<file path="src/rtl/mem_wb_stage.sv">
// rtl/mem_wb_stage.sv - MEM/WB pipeline register with load alignment, extension and misalign detect.
// Optional retire counter enabled by defining MEM_WB_RETIRE_CNT_EN.
module mem_wb_stage #(
  parameter int COUNT_W = 32
) (
  input  logic               Clock,
  input  logic               Reset,
  input  logic               Stall,
  input  logic               Flush,
  input  logic               InValid,
  input  logic               RegWriteIn,
  input  logic               MemToRegIn,
  input  logic [1:0]         ByteSelIn,
  input  logic               SignExtIn,
  input  logic [31:0]        ALUResultIn,
  input  logic [31:0]        ReadDataIn,
  input  logic [4:0]         WriteRegIn,
  output logic               ValidOut,
  output logic               RegWriteOut,
  output logic [4:0]         WriteRegOut,
  output logic [31:0]        WriteBackData,
  output logic               MisalignOut
`ifdef MEM_WB_RETIRE_CNT_EN
  ,
  output logic [COUNT_W-1:0] RetireCount
`endif
);

  localparam logic [1:0] SEL_WORD = 2'b00;
  localparam logic [1:0] SEL_BYTE = 2'b01;
  localparam logic [1:0] SEL_HALF = 2'b10;

  logic        valid_q, valid_d;
  logic        regwrite_q, regwrite_d;
  logic [4:0]  wreg_q, wreg_d;
  logic [31:0] wbdata_q, wbdata_d;
  logic        misalign_q, misalign_d;

  logic [7:0]  byte_lane;
  logic [15:0] half_lane;
  logic [31:0] load_data;
  logic        load_misalign;
  logic [31:0] cap_data;
  logic        cap_misalign;
  logic        cap_regwrite;
  logic        capture_en;

  always_comb begin
    byte_lane = ReadDataIn[7:0];
    case (ALUResultIn[1:0])
      2'd0:    byte_lane = ReadDataIn[7:0];
      2'd1:    byte_lane = ReadDataIn[15:8];
      2'd2:    byte_lane = ReadDataIn[23:16];
      default: byte_lane = ReadDataIn[31:24];
    endcase
    half_lane = ALUResultIn[1] ? ReadDataIn[31:16] : ReadDataIn[15:0];
  end

  // ByteSel 11 falls into the word path for both data and alignment.
  always_comb begin
    load_data     = ReadDataIn;
    load_misalign = (ALUResultIn[1:0] != 2'b00);
    case (ByteSelIn)
      SEL_BYTE: begin
        load_data     = {{24{SignExtIn & byte_lane[7]}}, byte_lane};
        load_misalign = 1'b0;
      end
      SEL_HALF: begin
        load_data     = {{16{SignExtIn & half_lane[15]}}, half_lane};
        load_misalign = ALUResultIn[0];
      end
      default: begin
        load_data     = ReadDataIn;
        load_misalign = (ALUResultIn[1:0] != 2'b00);
      end
    endcase
  end

  always_comb begin
    cap_data     = MemToRegIn ? load_data : ALUResultIn;
    cap_misalign = MemToRegIn & load_misalign;
    cap_regwrite = RegWriteIn & InValid & (WriteRegIn != 5'd0) & ~cap_misalign;
  end

  assign capture_en = ~Flush & ~Stall;

  always_comb begin
    valid_d    = valid_q;
    regwrite_d = regwrite_q;
    wreg_d     = wreg_q;
    wbdata_d   = wbdata_q;
    misalign_d = misalign_q;
    if (Flush) begin
      valid_d    = 1'b0;
      regwrite_d = 1'b0;
      wreg_d     = 5'd0;
      wbdata_d   = 32'd0;
      misalign_d = 1'b0;
    end else if (!Stall) begin
      valid_d    = InValid;
      regwrite_d = cap_regwrite;
      wreg_d     = WriteRegIn;
      wbdata_d   = cap_data;
      misalign_d = cap_misalign;
    end
  end

  always_ff @(posedge Clock or posedge Reset) begin
    if (Reset) begin
      valid_q    <= 1'b0;
      regwrite_q <= 1'b0;
      wreg_q     <= 5'd0;
      wbdata_q   <= 32'd0;
      misalign_q <= 1'b0;
    end else begin
      valid_q    <= valid_d;
      regwrite_q <= regwrite_d;
      wreg_q     <= wreg_d;
      wbdata_q   <= wbdata_d;
      misalign_q <= misalign_d;
    end
  end

  assign ValidOut      = valid_q;
  assign RegWriteOut   = regwrite_q;
  assign WriteRegOut   = wreg_q;
  assign WriteBackData = wbdata_q;
  assign MisalignOut   = misalign_q;

`ifdef MEM_WB_RETIRE_CNT_EN
  logic [COUNT_W-1:0] retire_q, retire_d;

  // Natural binary wrap at 2^COUNT_W.
  always_comb begin
    retire_d = retire_q;
    if (capture_en && InValid) retire_d = retire_q + COUNT_W'(1);
  end

  always_ff @(posedge Clock or posedge Reset) begin
    if (Reset) retire_q <= '0;
    else       retire_q <= retire_d;
  end

  assign RetireCount = retire_q;
`else
  logic unused_capture_en;
  assign unused_capture_en = capture_en;
`endif

endmodule

</file>
<file path="config.mk">
export PLATFORM = sky130hd
export DESIGN_NAME = mem_wb_stage
export DESIGN_NICKNAME = d
export VERILOG_FILES = /design/src/rtl/mem_wb_stage.sv
export SDC_FILE = /design/constraint.sdc
export NUM_CORES = 1
export LEC_CHECK = 0
export CAP_MARGIN = 30
export CORE_ASPECT_RATIO = 0.7
export CORE_MARGIN = 4
export CORE_UTILIZATION = 50
export CTS_CLUSTER_SIZE = 10
export DETAILED_ROUTE_END_ITERATION = 6
export DONT_BUFFER_PORTS = 1
export GPL_TIMING_DRIVEN = 0
export PLACE_DENSITY = 0.7
export SLEW_MARGIN = 20
export SYNTH_ARGS = -nofsm -noshare
export SYNTH_HDL_FRONTEND = slang
export SYNTH_SLANG_ARGS = --single-unit
</file>
<file path="constraint.sdc">
create_clock -name Clock -period 1.4 [get_ports Clock]
set_clock_uncertainty 0.05 [all_clocks]
set_input_delay 0.28 -clock Clock [delete_from_list [all_inputs] [get_ports Clock]]
set_output_delay 0.28 -clock Clock [all_outputs]
set_load 0.02 [all_outputs]
</file>
# Word level (Yosys, flattened, before mapping)
# Cells that the tools add are included.
# Widths: inputs -> output; s select.
# classes
n_addsub	0
multipliers	0
div_mod_pow	0
n_lt_le_gt_ge	0
n_eq_ne	5
n_shift	0
muxes	15
bitwise_logic	7
n_reduce_logical	3
# op_table
op	n
$mux 32	3
$pmux 32 s2	1
$pmux 8 s3	1
$mux 16	1
$mux 5	2
$and 1x1->1	6
$mux 1	6
$reduce_bool 5->1	1
$eq 2x1->1 const B	2
$eq 2x2->1 const B	2
$logic_not 2->1	1
$ne 2x1->1 const B	1
$pmux 1 s2	1
$reduce_bool 2->1	1
$not 1->1	1
# word_totals
reg_bits	40
latchBits	0
ram_bits	0
mem_bits_ro	0
inputBits	79
output_inout_bits	40
n_memories	0

# Longest topological paths before layout
# Gate-level depths: netlist (run 1).
# logic_depth
ltp_word	7
mapped_depth	8

# Least setup slack after synthesis (run 1)
# Ideal clock, no wire load.
# synth_path
path_type	input port to flip-flop
from	input port ByteSelIn[0]
to	register wbdata_q[31] (netlist: WriteBackData[31])
arrival_time_ns	1.568
slack_ns	-0.345
stages	8
path_buffers	3
path_cell_list	inv_1 ha_1 buf_2 and2_1 buf_2 buf_2 a222oi_1 nand2_1
# synth_between
elab_chain_cells	5
word_cells_on_any_way	6
classes_between	eq/ne: 2; mux: 4
# synth_lines
item	line_no	text
from (decl)	13	input logic [1:0] ByteSelIn,
$eq 2x2->1 or $eq 2x1->1 (tied branches)	63	case (ByteSelIn)
$pmux 32 s2 *	63	
$mux 32 *	80	cap_data = MemToRegIn ? load_data : ALUResultIn;
$mux 32 *	99	end else if (!Stall) begin
$mux 32 *	93	if (Flush) begin
to (signal assigned)	119	wbdata_q <= wbdata_d;
to (decl)	36	logic [31:0] wbdata_q, wbdata_d;
# Mark *: on every way between the ends. The rest lies on a longest branch, timed or not. The select of a mux whose other input is x is not followed.
# A chain may end at the register's enable or synchronous reset.

# Final worst setup path (run 1)
# layout_path
from	input port ByteSelIn[1]
to	register wbdata_q[5] (netlist: WriteBackData[5])
# The elaborated chain is that of the path after synthesis.

==> results of run 1 <==
## what timing repair did
action	4_1_cts	5_1_grt
hold endpoints to repair	20	0
buffers inserted	1	0
pin swaps	1	4
hold buffers	1	0
gates resized for setup	3	10
setup endpoints to repair	10	13
## area by class of cell
type                       count  area [µm²]  area share
inverter                      14        55.1      0.0215
clock buffer                   6        72.6      0.0284
multi-input combinational    160        1210       0.472
buffer                        17         103      0.0401
clock inverter                 1        5.00     0.00196
tap                           55        68.8      0.0269
sequential                    40        1000       0.391
timing repair buffer           3        45.0      0.0176
## routing by layer
layer,track usage,vias up,wire length [µm]
met5,0,-,0
met4,0.0651,0,70
met3,0.102,7,971
met2,0.340,105,2950
met1,0.355,1011,3060
li1,-,908,-
## registers in the layout, indices dropped and copies added (netlist names)
signal and count:
WriteBackData 32, WriteRegOut 5, MisalignOut 1, RegWriteOut 1
ValidOut 1
## logic make-up (layout without fill, tap and decap cells)
| family | Yosys count | in the layout | share of synthesized area |
|---|---|---|---|
| AOI/OAI and AO/OA | 85 | 85 | 0.279 |
| and+or+nand+nor | 53 | 53 | 0.124 |
| DFF | 40 | 40 | 0.432 |
| buffers and inverters | 33 | 41 | 0.0616 |
| muxes | 20 | 20 | 0.0918 |
| adders and majority gates | 2 | 2 | 0.0108 |
## metrics by stage
| stage | TNS [ns] | hold slack, ns | cell area [µm²] | cells | power [W] |
|---|---|---|---|---|---|
| 2_1_floorplan | -1.48 | 0.361 | 2360 | 233 | 0.00175 |
| 3_3_place_gp | -20.04 | 0.365 | 2420 | 288 | 0.00184 |
| 3_5_place_dp | -8.03 | 0.165 | 2450 | 289 | 0.00186 |
| 4_1_cts | 0 | 0.0625 | 2550 | 298 | 0.00259 |
| 5_1_grt | 0 | 0.0760 | 2560 | 296 | 0.00270 |
| 6_report | 0 | 0.0674 | 2560 | 296 | 0.00258 |
## critical path, stage by stage
cell and delay, ns:
ha_4 0.22, buf_6 0.14, nand3b_1 0.26, buf_4 0.21, o221ai_1 0.19, o311a_1 0.20
## worst paths after layout
check / end / slack, ns / cells after the start
setup / recovery: WriteBackData[5]$_DFFE_PP0P_ / 0.08 / 6
setup reg to reg: WriteBackData[19]$_DFFE_PP0P_ / 0.33 / 2
max in group asynchronous: WriteBackData[17]$_DFFE_PP0P_ / 0.40 / 3
hold reg to reg: RegWriteOut$_DFFE_PP0P_ / 0.59 / 2
hold / removal: WriteBackData[17]$_DFFE_PP0P_ / 0.07 / 2
min in group asynchronous: WriteRegOut[2]$_DFFE_PP0P_ / 0.42 / 2
## power by group through the flow
stage | sequential (W) | combinational (W) | clock, W
after floorplan | 0.00139 | 0.000353 | 0
after global placement | 0.00141 | 0.000431 | 0
after detailed placement | 0.00141 | 0.000448 | 0
after CTS | 0.00139 | 0.000455 | 0.000740
after global routing | 0.00140 | 0.000514 | 0.000785
final | 0.00139 | 0.000463 | 0.000727
## layout by cell type, fill, tap and decap left out, types with 3 or more instances in the layout
cell	synthesis	layout
a21oi_1	14	13
a222oi_1	16	16
buf_4	1	3
buf_6	1	3
clkbuf_1	10	7
clkbuf_8	0	5
dfrtp_1	40	40
inv_1	14	12
mux2i_1	19	19
nand2_1	21	21
nand2b_1	3	3
nor2_1	9	9
nor3b_1	8	8
o21a_1	7	7
o21ai_0	11	10
o221ai_1	4	4
o22ai_1	11	11
o311a_1	4	4
==> flow_summary.json, run 1 <==
{
  "core_um2": 4400,
  "synth_area_leaders": "dfrtp_1 43%, mux2i_1 8.2%, a222oi_1 6.9%, nand2_1 3.4%, a21oi_1 3.0%",
  "synth_nets": 314,
  "synthArstFlopShare": 1.00,
  "finalSetupViolCount": 0,
  "min_period_ns": 1.32,
  "switching_share": 0.314,
  "end_kind": "flop",
  "setup_ws_ns": 0.0819,
  "max-vdd-ir-drop_mv": 0.758,
  "postRouteAntennaNets": 0,
  "clock_path_buffers": 2,
  "postSynthCellCount": 233,
  "cp.arrival_ns": 1.51,
  "wl_um": 7040,
  "powerDensity_nw_per_um2": 1010,
  "drive_gt1_frac": 0.133,
  "cts_root_buffer": "clkbuf_8",
  "power_frac_clock": 0.282,
  "ys_ff_latch": 40,
  "critPathKind": "primary input to flop",
  "io_pins": 119,
  "final_util": 0.581,
  "place_congestion": 0.855,
  "p_switching_w": 0.000808,
  "outcome": "complete, no violations",
  "row_count": 20,
  "drc_errors": 0,
  "fillCellCount": 401,
  "numPortBuffers": 0,
  "timing.hold.worst.class": "primary input to flop",
  "synth_area_um2": 2320,
  "synth_top_area_cell": "dfrtp_1",
  "dpl.hpwl_um": 5700,
  "cts_buffers": 5,
  "worstPathMaxFanout": 10,
  "globalRouteTotalUtil": 0.247,
  "ys_types": 44,
  "ys.flop_type": "dfrtp_1",
  "dr_total_vias": 2031,
  "die_y_um": 64.9,
  "seq_area_frac_synth": 0.432,
  "relSlewSlack": 0.610,
  "antenna_found_initial": 0,
  "drtIter0Drc": 190,
  "fmax_mhz": 759,
  "cts_htree_levels": 2,
  "layout_worst_path_cycle_share": 0.942,
  "wl_per_cell_um": 23.8,
  "path_clk_slew_ns": 0.08,
  "cap_viol_max_count": 0,
  "avgSynthCellArea_um2": 9.94,
  "nNetsFinal": 322,
  "die_w_um": 89.3,
  "hp-start": "ALUResultIn[17]",
  "grt_pass1_wl_um": 10500,
  "cts_tree": "done",
  "worst_pin_slew_ns": 0.586,
  "slew_violations": 0,
  "clkLatencyLatePin_ns": 0.29,
  "p_leak_nw": 1.16,
  "rsz0062_at_grt": "no",
  "hold_viol": 0,
  "synth_edf_count": 0,
  "p_seq_frac": 0.538,
  "grt_pass1_vias": 2002,
  "required_ns": 1.59,
  "grt_max_degree": 22,
  "synth_top_area_frac": 0.432,
  "initial_utilization": 0.526,
  "clock_sinks": 40,
  "diodes": 0,
  "power_frac_comb": 0.180,
  "cp-startpoint": "ByteSelIn[1]",
  "synth_common_cells": "40 x dfrtp_1, 21 x nand2_1, 19 x mux2i_1",
  "pre_cts_ws_ns": -0.339,
  "drt_pass1_iterations": 6,
  "internal_power_w": 0.00177,
  "rr_startpoint": "WriteBackData[19]$_DFFE_PP0P_",
  "synthToLayoutAreaGrowth_pct": 10.5,
  "start_kind": "primary input",
  "die_area_um2": 5800,
  "yosysMostFrequentCell": "dfrtp_1",
  "yosys_warnings": 0,
  "overflow": 0,
  "vias_per_cell": 6.86
}
(Power assumes the default switching activity.)
==> inputs of run 2 (changes only) <==
BUFFER_PORTS_ARGS = -buffer_cell sky130_fd_sc_hd__buf_2   (was not set)
CORE_UTILIZATION = 46   (was 50)
DONT_BUFFER_PORTS = not set   (was 1)
PLACE_DENSITY = 0.86   (was 0.7)
==> run 2 against run 1 <==
- the flow now finishes with violations (setup timing)
- total power is 15% higher
- count of clock-buffer cells in the layout stayed put
- combinational power is 87% higher
- hold slack better by 0.072 ns
- non-clock buffer count is 126 higher
- die area is 7.8% higher
- final cell count is 48% higher
- critical path depth is 2 higher
- maximum frequency is 7.4% lower
- final area is 31% higher
- critical path type unchanged
- highest routed layer unchanged
==> flow_summary.json, run 2 (same netlist as run 1, synthesis figures left out) <==
{
  "p_leak_nw": 1.76,
  "fmax_mhz": 702,
  "vias_per_cell": 5.94,
  "relSlewSlack": 0.614,
  "rr_startpoint": "WriteBackData[30]$_DFFE_PP0P_",
  "drc_errors": 0,
  "globalRouteTotalUtil": 0.268,
  "core_um2": 4830,
  "multi_input_area_um2": 1250,
  "p_total_w": 0.00297,
  "grt_pass1_vias": 2567,
  "setup_ws_ns": -0.0238,
  "clock_sinks": 40,
  "layout_worst_path_cycle_share": 1.02,
  "place_congestion": 0.880,
  "cp.arrival_ns": 1.62,
  "final_common_cell": "buf_2",
  "die_w_um": 92.8,
  "hold_viol": 0,
  "regArea_um2": 1000,
  "slew_violations": 0,
  "cts_root_buffer": "clkbuf_8",
  "synthToLayoutAreaGrowth_pct": 44.2,
  "grt_pass1_wl_um": 12700,
  "diodes": 0,
  "violations": "setup timing",
  "clkLatencyLatePin_ns": 0.30,
  "dp.cells": 420,
  "drive_gt1_frac": 0.466,
  "io_pins": 119,
  "antenna_found_initial": 0,
  "fin_cells": 438,
  "end_kind": "flop",
  "finalSetupViolCount": 3,
  "final_area_um2": 3340,
  "timing.hold.worst.class": "primary input to flop",
  "max_stage_delay_ns": 0.28,
  "final_util": 0.691,
  "row_count": 21,
  "largest_reg_flops": 32,
  "tns_ns": -0.0442,
  "grt_max_degree": 22,
  "powerDensity_nw_per_um2": 889,
  "path_clk_slew_ns": 0.08,
  "slowest_stage": "nand3b_1",
  "cts_tree": "done",
  "initial_utilization": 0.479,
  "cp-startpoint": "ByteSelIn[0]",
  "wl_um": 8490,
  "path_buf_inv": 4,
  "overflow": 0,
  "cts_buffers": 5,
  "required_ns": 1.59,
  "wl_per_cell_um": 19.4,
  "dr_total_vias": 2603,
  "outcome": "complete, but fails checks",
  "postPlaceCellArea_um2": 3060,
  "worstPathMaxFanout": 8,
  "worst_pin_slew_ns": 0.578,
  "nNetsFinal": 449,
  "clock_path_buffers": 2,
  "numPortBuffers": 117,
  "dpl.hpwl_um": 6290,
  "critPathKind": "primary input to flop",
  "max-vdd-ir-drop_mv": 0.471,
  "cap_viol_max_count": 0,
  "drt_pass1_iterations": 6,
  "cts_htree_levels": 2,
  "rsz0062_at_grt": "yes",
  "hp-start": "ALUResultIn[17]",
  "die_area_um2": 6250,
  "start_kind": "primary input",
  "fillCellCount": 421,
  "critPathTopFamily": "buffers and inverters",
  "min_period_ns": 1.42,
  "crit_chain": "buf_8, inv_4, ha_4, buf_6, nand3b_1, buf_4, o221ai_1, o311a_1",
  "postRouteAntennaNets": 0,
  "drtIter0Drc": 355,
  "final_cell_mix": "114 x buf_2, 40 x dfrtp_1, 21 x nand2_1",
  "die_y_um": 67.4
}
## run 2: path summary, 6_finish.rpt
path | end | slack (ns) | depth (start not counted)
min reg2reg | WriteBackData[17]$_DFFE_PP0P_ | 0.46 | 2
min in group asynchronous | WriteBackData[5]$_DFFE_PP0P_ | 0.50 | 3
min | WriteBackData[17]$_DFFE_PP0P_ | 0.14 | 3
max | WriteBackData[4]$_DFFE_PP0P_ | -0.02 | 8
max in group asynchronous | WriteBackData[13]$_DFFE_PP0P_ | 0.33 | 4
max reg2reg | WriteBackData[30]$_DFFE_PP0P_ | 0.41 | 2
## run 2: routing by layer
layer  share of wire  track usage
met4           0.025        0.101
met3            0.12       0.0713
met5               0            0
met2            0.45        0.423
met1            0.41        0.358
## run 2: final cells by class
| type | instances | area share |
|---|---|---|
| plain buffers | 16 | 0.0296 |
| clock buffers | 6 | 0.0247 |
| clock inverters | 2 | 0.00300 |
| inverters | 14 | 0.0176 |
| multi-input cells | 160 | 0.373 |
| flip-flops and latches | 40 | 0.300 |
| well taps | 69 | 0.0258 |
| repair buffers | 130 | 0.225 |
| repair inverters | 1 | 0.00150 |
## run 2: per-stage QoR
stage	hold WS [ns]	setup WS, ns
floorplan	0.361	-0.126
finish	0.139	-0.0238
global placement	0.435	-0.394
detailed placement	0.293	-0.512
global route	0.144	-0.151
CTS	0.137	-0.0349
## run 2: repair_timing
item / CTS / global route
resized for setup: 20 / 21
pin swaps: 9 / 10
hold buffers: 1 / 0
endpoints found under the hold margin: 20 / 0
gates cloned: 1 / 1
endpoints found under the setup margin: 29 / 34
setup buffers: 8 / 2
## run 2: power by group
part | total, W | switching, W | internal, W
Sequential | 0.00127 | 0.0000420 | 0.00123
Combinational | 0.000867 | 0.000498 | 0.000369
Clock | 0.000828 | 0.000435 | 0.000394
## run 2: worst min-delay path: stages
cell and delay (ns):
buf_2 0.08, a222oi_1 0.05, nand2_1 0.05
